<file path="src/rtl/nf5_mem_pkg.sv">
// ---------------------------------------------------------------------------
// nf5_mem_pkg
// Shared definitions for the three-port memory arbiter:
//   - 2-bit port identifiers used for arbitration results and grant_id
//   - FSM state encoding for the arbiter sequencer
//   - default aging threshold for the instruction-fetch port
// ---------------------------------------------------------------------------
package nf5_mem_pkg;

  // Requester identifiers. PORT_NONE doubles as "no owner" on grant_id.
  localparam logic [1:0] PORT_LD   = 2'd0;
  localparam logic [1:0] PORT_LSU  = 2'd1;
  localparam logic [1:0] PORT_IF   = 2'd2;
  localparam logic [1:0] PORT_NONE = 2'd3;

  // Number of lost arbitrations after which instruction fetch outranks the LSU.
  localparam int AGE_LIMIT_DEF = 3;

  // One access occupies IDLE (arbitrate) -> ISSUE (mem_en) -> WAIT (ack).
  typedef enum logic [1:0] {
    ST_IDLE  = 2'd0,
    ST_ISSUE = 2'd1,
    ST_WAIT  = 2'd2
  } arb_state_e;

endpackage

</file>
<file path="src/rtl/mem_port_arbiter_if.sv">
// ---------------------------------------------------------------------------
// mem_port_arbiter_if
// One requester port of the memory arbiter.
//   req    requester -> arbiter  access request, held until ack
//   we     requester -> arbiter  1 = write, 0 = read
//   addr   requester -> arbiter  byte address (low bits passed through)
//   wdata  requester -> arbiter  write data
//   wstrb  requester -> arbiter  byte enables (writes only)
//   ack    arbiter -> requester  one-cycle completion pulse
//   rdata  arbiter -> requester  read data, meaningful only while ack = 1
// Modports: master = requester side, slave = arbiter side.
// ---------------------------------------------------------------------------
interface mem_port_arbiter_if
  import nf5_mem_pkg::*;
#(
  parameter int AW = 32,
  parameter int DW = 32
);

  logic          req;
  logic          we;
  logic [AW-1:0] addr;
  logic [DW-1:0] wdata;
  logic [3:0]    wstrb;
  logic          ack;
  logic [DW-1:0] rdata;

  modport master (
    output req, we, addr, wdata, wstrb,
    input  ack, rdata
  );

  modport slave (
    input  req, we, addr, wdata, wstrb,
    output ack, rdata
  );

endinterface

</file>
<file path="src/rtl/mem_arb_pick.sv">
// ---------------------------------------------------------------------------
// mem_arb_pick
// Combinational winner selection for the memory arbiter.
//   ld_req_i   in  program loader request
//   lsu_req_i  in  load/store unit request
//   if_req_i   in  instruction fetch request
//   age_cnt_i  in  number of arbitrations instruction fetch has lost
//   win_o      out winning port ID (PORT_NONE when nobody requests)
// Priority: loader always first; then instruction fetch if it has aged to
// AGE_LIMIT; otherwise LSU ahead of instruction fetch.
// ---------------------------------------------------------------------------
module mem_arb_pick
  import nf5_mem_pkg::*;
#(
  parameter int AGE_LIMIT = AGE_LIMIT_DEF
) (
  input  logic       ld_req_i,
  input  logic       lsu_req_i,
  input  logic       if_req_i,
  input  logic [1:0] age_cnt_i,
  output logic [1:0] win_o
);

  localparam logic [1:0] AGE_MAX = 2'(AGE_LIMIT);

  always_comb begin
    win_o = PORT_NONE;
    if (ld_req_i) begin
      win_o = PORT_LD;
    end else if (if_req_i && (age_cnt_i >= AGE_MAX)) begin
      // Starvation guard: fetch has waited long enough to jump the LSU.
      win_o = PORT_IF;
    end else if (lsu_req_i) begin
      win_o = PORT_LSU;
    end else if (if_req_i) begin
      win_o = PORT_IF;
    end
  end

endmodule

</file>
<file path="src/rtl/mem_port_arbiter.sv">
// ---------------------------------------------------------------------------
// mem_port_arbiter
// Three-port arbiter in front of a single-ported synchronous memory.
// Each access takes three cycles: IDLE (arbitrate, capture payload),
// ISSUE (mem_en strobe), WAIT (memory returns data, winner gets ack).
//
// Ports
//   clk        in   clock, all state on rising edge
//   rst        in   synchronous active-high reset
//   ld_port    slave  program loader requester
//   lsu_port   slave  load/store unit requester
//   if_port    slave  instruction fetch requester
//   mem_en     out  memory access strobe (ISSUE only)
//   mem_we     out  memory write enable
//   mem_addr   out  memory address
//   mem_wdata  out  memory write data
//   mem_wstrb  out  memory byte enables
//   mem_rdata  in   memory read data, valid the cycle after mem_en
//   busy       out  high in ISSUE and WAIT
//   grant_id   out  current owner (PORT_NONE in IDLE)
// ---------------------------------------------------------------------------
module mem_port_arbiter
  import nf5_mem_pkg::*;
#(
  parameter int AW        = 32,
  parameter int DW        = 32,
  parameter int AGE_LIMIT = AGE_LIMIT_DEF
) (
  input  logic               clk,
  input  logic               rst,
  mem_port_arbiter_if.slave  ld_port,
  mem_port_arbiter_if.slave  lsu_port,
  mem_port_arbiter_if.slave  if_port,
  output logic               mem_en,
  output logic               mem_we,
  output logic [AW-1:0]      mem_addr,
  output logic [DW-1:0]      mem_wdata,
  output logic [3:0]         mem_wstrb,
  input  logic [DW-1:0]      mem_rdata,
  output logic               busy,
  output logic [1:0]         grant_id
);

  localparam logic [1:0] AGE_MAX = 2'(AGE_LIMIT);

  // Saturating increment of the fetch aging counter.
  function automatic logic [1:0] age_sat_inc(input logic [1:0] a);
    if (a >= AGE_MAX) begin
      return AGE_MAX;
    end
    return a + 2'd1;
  endfunction

  arb_state_e    state_q, state_d;
  logic [1:0]    owner_q, owner_d;
  logic [1:0]    age_q,   age_d;
  logic          we_q,    we_d;
  logic [AW-1:0] addr_q,  addr_d;
  logic [DW-1:0] wdata_q, wdata_d;
  logic [3:0]    wstrb_q, wstrb_d;

  logic [1:0]    win;
  logic          sel_we;
  logic [AW-1:0] sel_addr;
  logic [DW-1:0] sel_wdata;
  logic [3:0]    sel_wstrb;
  logic          ack_phase;

  mem_arb_pick #(
    .AGE_LIMIT (AGE_LIMIT)
  ) u_pick (
    .ld_req_i  (ld_port.req),
    .lsu_req_i (lsu_port.req),
    .if_req_i  (if_port.req),
    .age_cnt_i (age_q),
    .win_o     (win)
  );

  // Payload of whichever port is currently winning arbitration.
  always_comb begin
    sel_we    = if_port.we;
    sel_addr  = if_port.addr;
    sel_wdata = if_port.wdata;
    sel_wstrb = if_port.wstrb;
    case (win)
      PORT_LD: begin
        sel_we    = ld_port.we;
        sel_addr  = ld_port.addr;
        sel_wdata = ld_port.wdata;
        sel_wstrb = ld_port.wstrb;
      end
      PORT_LSU: begin
        sel_we    = lsu_port.we;
        sel_addr  = lsu_port.addr;
        sel_wdata = lsu_port.wdata;
        sel_wstrb = lsu_port.wstrb;
      end
      default: ;
    endcase
  end

  // Next-state logic. Requests and payloads are only looked at in IDLE, so
  // anything a requester does while it owns the memory has no effect.
  always_comb begin
    state_d = state_q;
    owner_d = owner_q;
    age_d   = age_q;
    we_d    = we_q;
    addr_d  = addr_q;
    wdata_d = wdata_q;
    wstrb_d = wstrb_q;

    case (state_q)
      ST_IDLE: begin
        if (win != PORT_NONE) begin
          state_d = ST_ISSUE;
          owner_d = win;
          we_d    = sel_we;
          addr_d  = sel_addr;
          wdata_d = sel_wdata;
          wstrb_d = sel_wstrb;
        end
        // Fetch ages on every loss, including losses to the loader.
        if (win == PORT_IF) begin
          age_d = 2'd0;
        end else if (if_port.req) begin
          age_d = age_sat_inc(age_q);
        end
      end
      ST_ISSUE: begin
        state_d = ST_WAIT;
      end
      ST_WAIT: begin
        state_d = ST_IDLE;
        owner_d = PORT_NONE;
      end
      default: begin
        state_d = ST_IDLE;
        owner_d = PORT_NONE;
      end
    endcase
  end

  always_ff @(posedge clk) begin
    if (rst) begin
      state_q <= ST_IDLE;
      owner_q <= PORT_NONE;
      age_q   <= 2'd0;
      we_q    <= 1'b0;
      addr_q  <= '0;
      wdata_q <= '0;
      wstrb_q <= 4'd0;
    end else begin
      state_q <= state_d;
      owner_q <= owner_d;
      age_q   <= age_d;
      we_q    <= we_d;
      addr_q  <= addr_d;
      wdata_q <= wdata_d;
      wstrb_q <= wstrb_d;
    end
  end

  // Outputs are gated by rst directly so the reset values appear in the very
  // cycle rst is high, which also cancels an ack that would land in WAIT.
  assign ack_phase = !rst && (state_q == ST_WAIT);

  assign busy      = !rst && (state_q != ST_IDLE);
  assign mem_en    = !rst && (state_q == ST_ISSUE);
  assign mem_we    = rst ? 1'b0 : we_q;
  assign mem_addr  = rst ? '0   : addr_q;
  assign mem_wdata = rst ? '0   : wdata_q;
  assign mem_wstrb = rst ? 4'd0 : wstrb_q;
  assign grant_id  = (rst || (state_q == ST_IDLE)) ? PORT_NONE : owner_q;

  assign ld_port.ack  = ack_phase && (owner_q == PORT_LD);
  assign lsu_port.ack = ack_phase && (owner_q == PORT_LSU);
  assign if_port.ack  = ack_phase && (owner_q == PORT_IF);

  // Memory data is forwarded to every port; only the acked one may use it.
  assign ld_port.rdata  = mem_rdata;
  assign lsu_port.rdata = mem_rdata;
  assign if_port.rdata  = mem_rdata;

endmodule

</file>
<file path="src/flat_wrapper.sv">
// flat-port wrapper written by rule: the top's interface ports become plain ports
module mem_port_arbiter_flat import nf5_mem_pkg::*;
#(
  parameter int AW        = 32,
  parameter int DW        = 32,
  parameter int AGE_LIMIT = AGE_LIMIT_DEF
)
  (clk, rst, mem_en, mem_we, mem_addr, mem_wdata, mem_wstrb, mem_rdata, busy, grant_id, ld_port_req, ld_port_we, ld_port_addr, ld_port_wdata, ld_port_wstrb, ld_port_ack, ld_port_rdata, lsu_port_req, lsu_port_we, lsu_port_addr, lsu_port_wdata, lsu_port_wstrb, lsu_port_ack, lsu_port_rdata, if_port_req, if_port_we, if_port_addr, if_port_wdata, if_port_wstrb, if_port_ack, if_port_rdata);
  mem_port_arbiter_if #(.AW(AW), .DW(DW)) ld_port_i ();
  mem_port_arbiter_if #(.AW(AW), .DW(DW)) lsu_port_i ();
  mem_port_arbiter_if #(.AW(AW), .DW(DW)) if_port_i ();
  input  logic clk;
  input  logic rst;
  output logic mem_en;
  output logic mem_we;
  output logic [AW-1:0] mem_addr;
  output logic [DW-1:0] mem_wdata;
  output logic [3:0] mem_wstrb;
  input  logic [DW-1:0] mem_rdata;
  output logic busy;
  output logic [1:0] grant_id;
  input wire logic [$bits(ld_port_i.req)-1:0] ld_port_req;
  input wire logic [$bits(ld_port_i.we)-1:0] ld_port_we;
  input wire logic [$bits(ld_port_i.addr)-1:0] ld_port_addr;
  input wire logic [$bits(ld_port_i.wdata)-1:0] ld_port_wdata;
  input wire logic [$bits(ld_port_i.wstrb)-1:0] ld_port_wstrb;
  output wire logic [$bits(ld_port_i.ack)-1:0] ld_port_ack;
  output wire logic [$bits(ld_port_i.rdata)-1:0] ld_port_rdata;
  input wire logic [$bits(lsu_port_i.req)-1:0] lsu_port_req;
  input wire logic [$bits(lsu_port_i.we)-1:0] lsu_port_we;
  input wire logic [$bits(lsu_port_i.addr)-1:0] lsu_port_addr;
  input wire logic [$bits(lsu_port_i.wdata)-1:0] lsu_port_wdata;
  input wire logic [$bits(lsu_port_i.wstrb)-1:0] lsu_port_wstrb;
  output wire logic [$bits(lsu_port_i.ack)-1:0] lsu_port_ack;
  output wire logic [$bits(lsu_port_i.rdata)-1:0] lsu_port_rdata;
  input wire logic [$bits(if_port_i.req)-1:0] if_port_req;
  input wire logic [$bits(if_port_i.we)-1:0] if_port_we;
  input wire logic [$bits(if_port_i.addr)-1:0] if_port_addr;
  input wire logic [$bits(if_port_i.wdata)-1:0] if_port_wdata;
  input wire logic [$bits(if_port_i.wstrb)-1:0] if_port_wstrb;
  output wire logic [$bits(if_port_i.ack)-1:0] if_port_ack;
  output wire logic [$bits(if_port_i.rdata)-1:0] if_port_rdata;
  assign ld_port_i.req = ld_port_req;
  assign ld_port_i.we = ld_port_we;
  assign ld_port_i.addr = ld_port_addr;
  assign ld_port_i.wdata = ld_port_wdata;
  assign ld_port_i.wstrb = ld_port_wstrb;
  assign ld_port_ack = ld_port_i.ack;
  assign ld_port_rdata = ld_port_i.rdata;
  assign lsu_port_i.req = lsu_port_req;
  assign lsu_port_i.we = lsu_port_we;
  assign lsu_port_i.addr = lsu_port_addr;
  assign lsu_port_i.wdata = lsu_port_wdata;
  assign lsu_port_i.wstrb = lsu_port_wstrb;
  assign lsu_port_ack = lsu_port_i.ack;
  assign lsu_port_rdata = lsu_port_i.rdata;
  assign if_port_i.req = if_port_req;
  assign if_port_i.we = if_port_we;
  assign if_port_i.addr = if_port_addr;
  assign if_port_i.wdata = if_port_wdata;
  assign if_port_i.wstrb = if_port_wstrb;
  assign if_port_ack = if_port_i.ack;
  assign if_port_rdata = if_port_i.rdata;
  mem_port_arbiter #(.AW(AW), .DW(DW), .AGE_LIMIT(AGE_LIMIT)) u_core (.clk(clk), .rst(rst), .ld_port(ld_port_i), .lsu_port(lsu_port_i), .if_port(if_port_i), .mem_en(mem_en), .mem_we(mem_we), .mem_addr(mem_addr), .mem_wdata(mem_wdata), .mem_wstrb(mem_wstrb), .mem_rdata(mem_rdata), .busy(busy), .grant_id(grant_id));
endmodule
</file>
<file path="config.mk">
export PLATFORM = sky130hd
export DESIGN_NAME = mem_port_arbiter_flat
export DESIGN_NICKNAME = d
export VERILOG_FILES = /design/src/rtl/nf5_mem_pkg.sv /design/src/rtl/mem_port_arbiter_if.sv /design/src/rtl/mem_arb_pick.sv /design/src/rtl/mem_port_arbiter.sv /design/src/flat_wrapper.sv
export SDC_FILE = /design/constraint.sdc
export NUM_CORES = 1
export LEC_CHECK = 0
export BUFFER_PORTS_ARGS = -buffer_cell sky130_fd_sc_hd__buf_2
export CAP_MARGIN = 20
export CORE_AREA = 2 2 160 162
export CTS_CLUSTER_DIAMETER = 150
export DETAILED_ROUTE_END_ITERATION = 8
export DIE_AREA = 0 0 162 164
export GPL_TIMING_DRIVEN = 0
export PLACE_DENSITY = 0.56
export SYNTH_ARGS = -nofsm -noshare
export SYNTH_HDL_FRONTEND = slang
export SYNTH_SLANG_ARGS = --single-unit
</file>
<file path="constraint.sdc">
create_clock -name clk -period 1.7 [get_ports clk]
set_input_delay 0.17 -clock clk [delete_from_list [all_inputs] [get_ports clk]]
set_output_delay 0.17 -clock clk [all_outputs]
set_load 0.01 [all_outputs]
</file>
==> summary.txt <==
Area Growth Syn to Fin -> 55.4%
Worst endpoint data arrival time -> 1940 ps
Die H -> 164 µm
Setup slack, reg-to-reg -> 30 ps
I/O pin count -> 416
Final hold vios -> 0
Crit path kind -> flip-flop to flip-flop
# rows -> 58
Util after Layout -> 36.3%
TritonCTS buffer count -> 9
Power per cell area -> 692 mW/mm²
Run status -> finished, final reports clean
Post-synth ARST share -> 0%
Commonest non-fill, non-tap cells in the layout -> buf_2, buf_4, nor3_1
Vias in the first global route -> 6472
DP HPWL -> 18.6 mm
Final Slew Violations -> 0
First-pass GRT wire length -> 35.9 mm
Largest net degree at the start of global routing -> 13
Worst-margin pin slew -> 621 ps
# diodes -> 0
Hold wc startpoint -> if_port_addr[13]
Min-Delay Path Class -> input pin to flip-flop
Post-synthesis sequential area ratio -> 25.9%
Worst r2r dst -> u_core.addr_q[11]$_SDFFE_PP0P_
RSZ-0062 raised after global routing -> true
Min cycle time layout -> 1670 ps
Drt via density -> 4.69
Drt total wl -> 24.7 mm
Startpoint Class -> flip-flop
Yosys warns -> 0
GRT overflow -> 0
H-tree depth -> 3
Clock-pin slew on the worst setup and hold paths -> 70 ps
Cells after DPL -> 1412
DR WL/cell -> 17.2 µm
Core ar. -> 0.0248 mm²
FILL cells -> 2627
Worst vdd rail ir drop -> 0.276 mV
Depth of the worst register-to-register path -> 5
Initial Util -> 23.4%
Period utilization -> 98.1%
Starting DRT DRC Count -> 354
Tot GR Track Use -> 17.4%
RePlAce Congestion -> 0.817
Most used DFF post-synth -> dfxtp_1
Design Power -> 6.24 mW
Via count -> 6724
Slew headroom -> 58.5%
Cells after Synth -> 701
RR Startpoint -> u_core.state_q[0]$_SDFFE_PP0P_
Max Fclk -> 0.600 GHz
Synthesized Nets -> 945
Share of layout cells above drive strength 1 -> 60.3%
Final setup viols -> 0
Destination of the worst hold path -> u_core.addr_q[13]$_SDFFE_PP0P_
Leakage -> 4.15 nW
Hold Slack -> 125 ps
Mapped Area -> 0.00580 mm²
Clk_lat worst skew -> 340 ps
CP required -> 1970 ps
Die W -> 162 µm
Die area -> 0.0266 mm²
Register area -> 0.00151 mm²
Clock Sink Count -> 75
Mean post-synth cell area -> 8.27 µm²
CP Max Fanout -> 10
Area of the multi-input gates -> 0.00349 mm²
Antenna Nets Post-Route -> 0
Number of flops mapped to enable cells by yosys -> 0
Distinct cell type count after synthesis -> 31
CTS tree -> built
Worst setup EP type -> flip-flop
Initial antenna violation count -> 0
Max-cap violations -> 0
Yosys reg bits -> 75
Hold Path Stages -> 3
Most common cell after layout, fill and taps aside -> buf_2
Fin Clk Skew -> 7.20 ps
Max clock buf depth -> 2
DR DRC count -> 0
Clk root buf -> clkbuf_16
Number of iterations in the first detailed-routing pass -> 4
Finished Layout Cells -> 1435
Nets -> 1344
PortBufs -> 380
## critical path, cell delays in order, from the launching register on
cell	delay [ps]
dfxtp_4	350
or2_4	270
or3_4	390
clkbuf_16	200
buf_12	160
o31ai_4	230
## layer usage
layer,vias to the layer above,part of all wire [%],GRT usage (%)
met4,0,2.0,4.55
met1,3109,41,21.4
met3,32,7.7,3.84
met2,309,49,30.7
met5,-,0,0
li1,3274,-,-
## logic make-up after synthesis
kind of cell / count (synthesis) / synth area share (%)
AOI/OAI and AO/OA: 216 / 24.9
buffers and inverters: 179 / 20.1
DFF: 75 / 25.9
muxes: 69 / 13.4
and+or+nand+nor: 162 / 15.8
## state kept, by name, indices dropped and copies added, names as in the netlist
register and cells:
u_core.state_q 2, u_core.we_q 1, u_core.wstrb_q 4, u_core.wdata_q 32, u_core.owner_q 2, u_core.age_q 2
u_core.addr_q 32
## stage by stage
| stage | setup TNS, ps | area, µm² | setup slack (ps) |
|---|---|---|---|
| 6_report | 0 | 9000 | 32.8 |
| 2_1_floorplan | 0 | 5800 | 44.1 |
| 3_3_place_gp | -59120 | 8110 | -859 |
| 4_1_cts | -573 | 8740 | -81.7 |
| 5_1_grt | -122 | 9000 | -17.3 |
| 3_5_place_dp | -44720 | 8120 | -648 |
## worst max path at each step
| stage | start | to | slack [ps] | cells after the start |
|---|---|---|---|---|
| final | u_core.state_q[0]$_SDFFE_PP0P_ | u_core.addr_q[11]$_SDFFE_PP0P_ | 30 | 5 |
| after global routing | u_core.state_q[0]$_SDFFE_PP0P_ | u_core.addr_q[13]$_SDFFE_PP0P_ | -20 | 5 |
| after CTS | u_core.state_q[1]$_SDFFE_PP0P_ | u_core.wdata_q[31]$_SDFFE_PP0P_ | -80 | 7 |
| after detailed placement | ld_port_req | u_core.wdata_q[10]$_SDFFE_PP0P_ | -650 | 7 |
| after global placement | ld_port_req | u_core.addr_q[18]$_SDFFE_PP0P_ | -860 | 6 |
| after floorplan | u_core.state_q[0]$_SDFFE_PP0P_ | u_core.addr_q[0]$_SDFFE_PP0P_ | 40 | 7 |
## power by group
part / total, mW / switching (mW) / internal, mW
Sequential: 2.00 / 0.0454 / 1.96
Clock: 2.19 / 0.828 / 1.37
Combinational: 2.04 / 0.999 / 1.04
Total: 6.24 / 1.87 / 4.36
## cell usage after synthesis (2+ instances only)
cell type / count / area [µm²]
dlygate4sd1_1: 6 / 52.6
buf_4: 96 / 721
o31ai_1: 69 / 518
dfxtp_1: 75 / 1500
buf_2: 5 / 25.0
nand2_1: 2 / 7.51
nand3_1: 2 / 10.0
nor4_1: 3 / 18.8
nor2_1: 5 / 18.8
clkbuf_1: 56 / 210
or3_1: 3 / 18.8
nor2b_1: 69 / 432
nor3_1: 72 / 360
buf_1: 3 / 11.3
nand2b_1: 2 / 12.5
o2111ai_1: 2 / 17.5
buf_8: 7 / 105
inv_1: 3 / 11.3
buf_6: 2 / 22.5
mux2_2: 69 / 777
a211oi_1: 69 / 518
o21ai_0: 72 / 360
## cell type report
cell class	instances	share of cell area, %
Clock buffer	12	2.85
Sequential cell	75	16.8
Tap cell	330	4.59
Multi-Input combinational cell	447	38.7
Clock inverter	4	0.806
Inverter	4	0.167
Buffer	172	13.1
Timing Repair Buffer	391	23.0
## what timing repair did
item | CTS | global route
endpoints found under the hold margin | 0 | 0
setup endpoints to repair | 82 | 83
hold buffers | 0 | 0
pin swaps | 1 | 7
cloned | 2 | 1
resized for setup | 63 | 71
setup buffers | 5 | 3
Note: power is estimated with default switching activity, not from simulation.
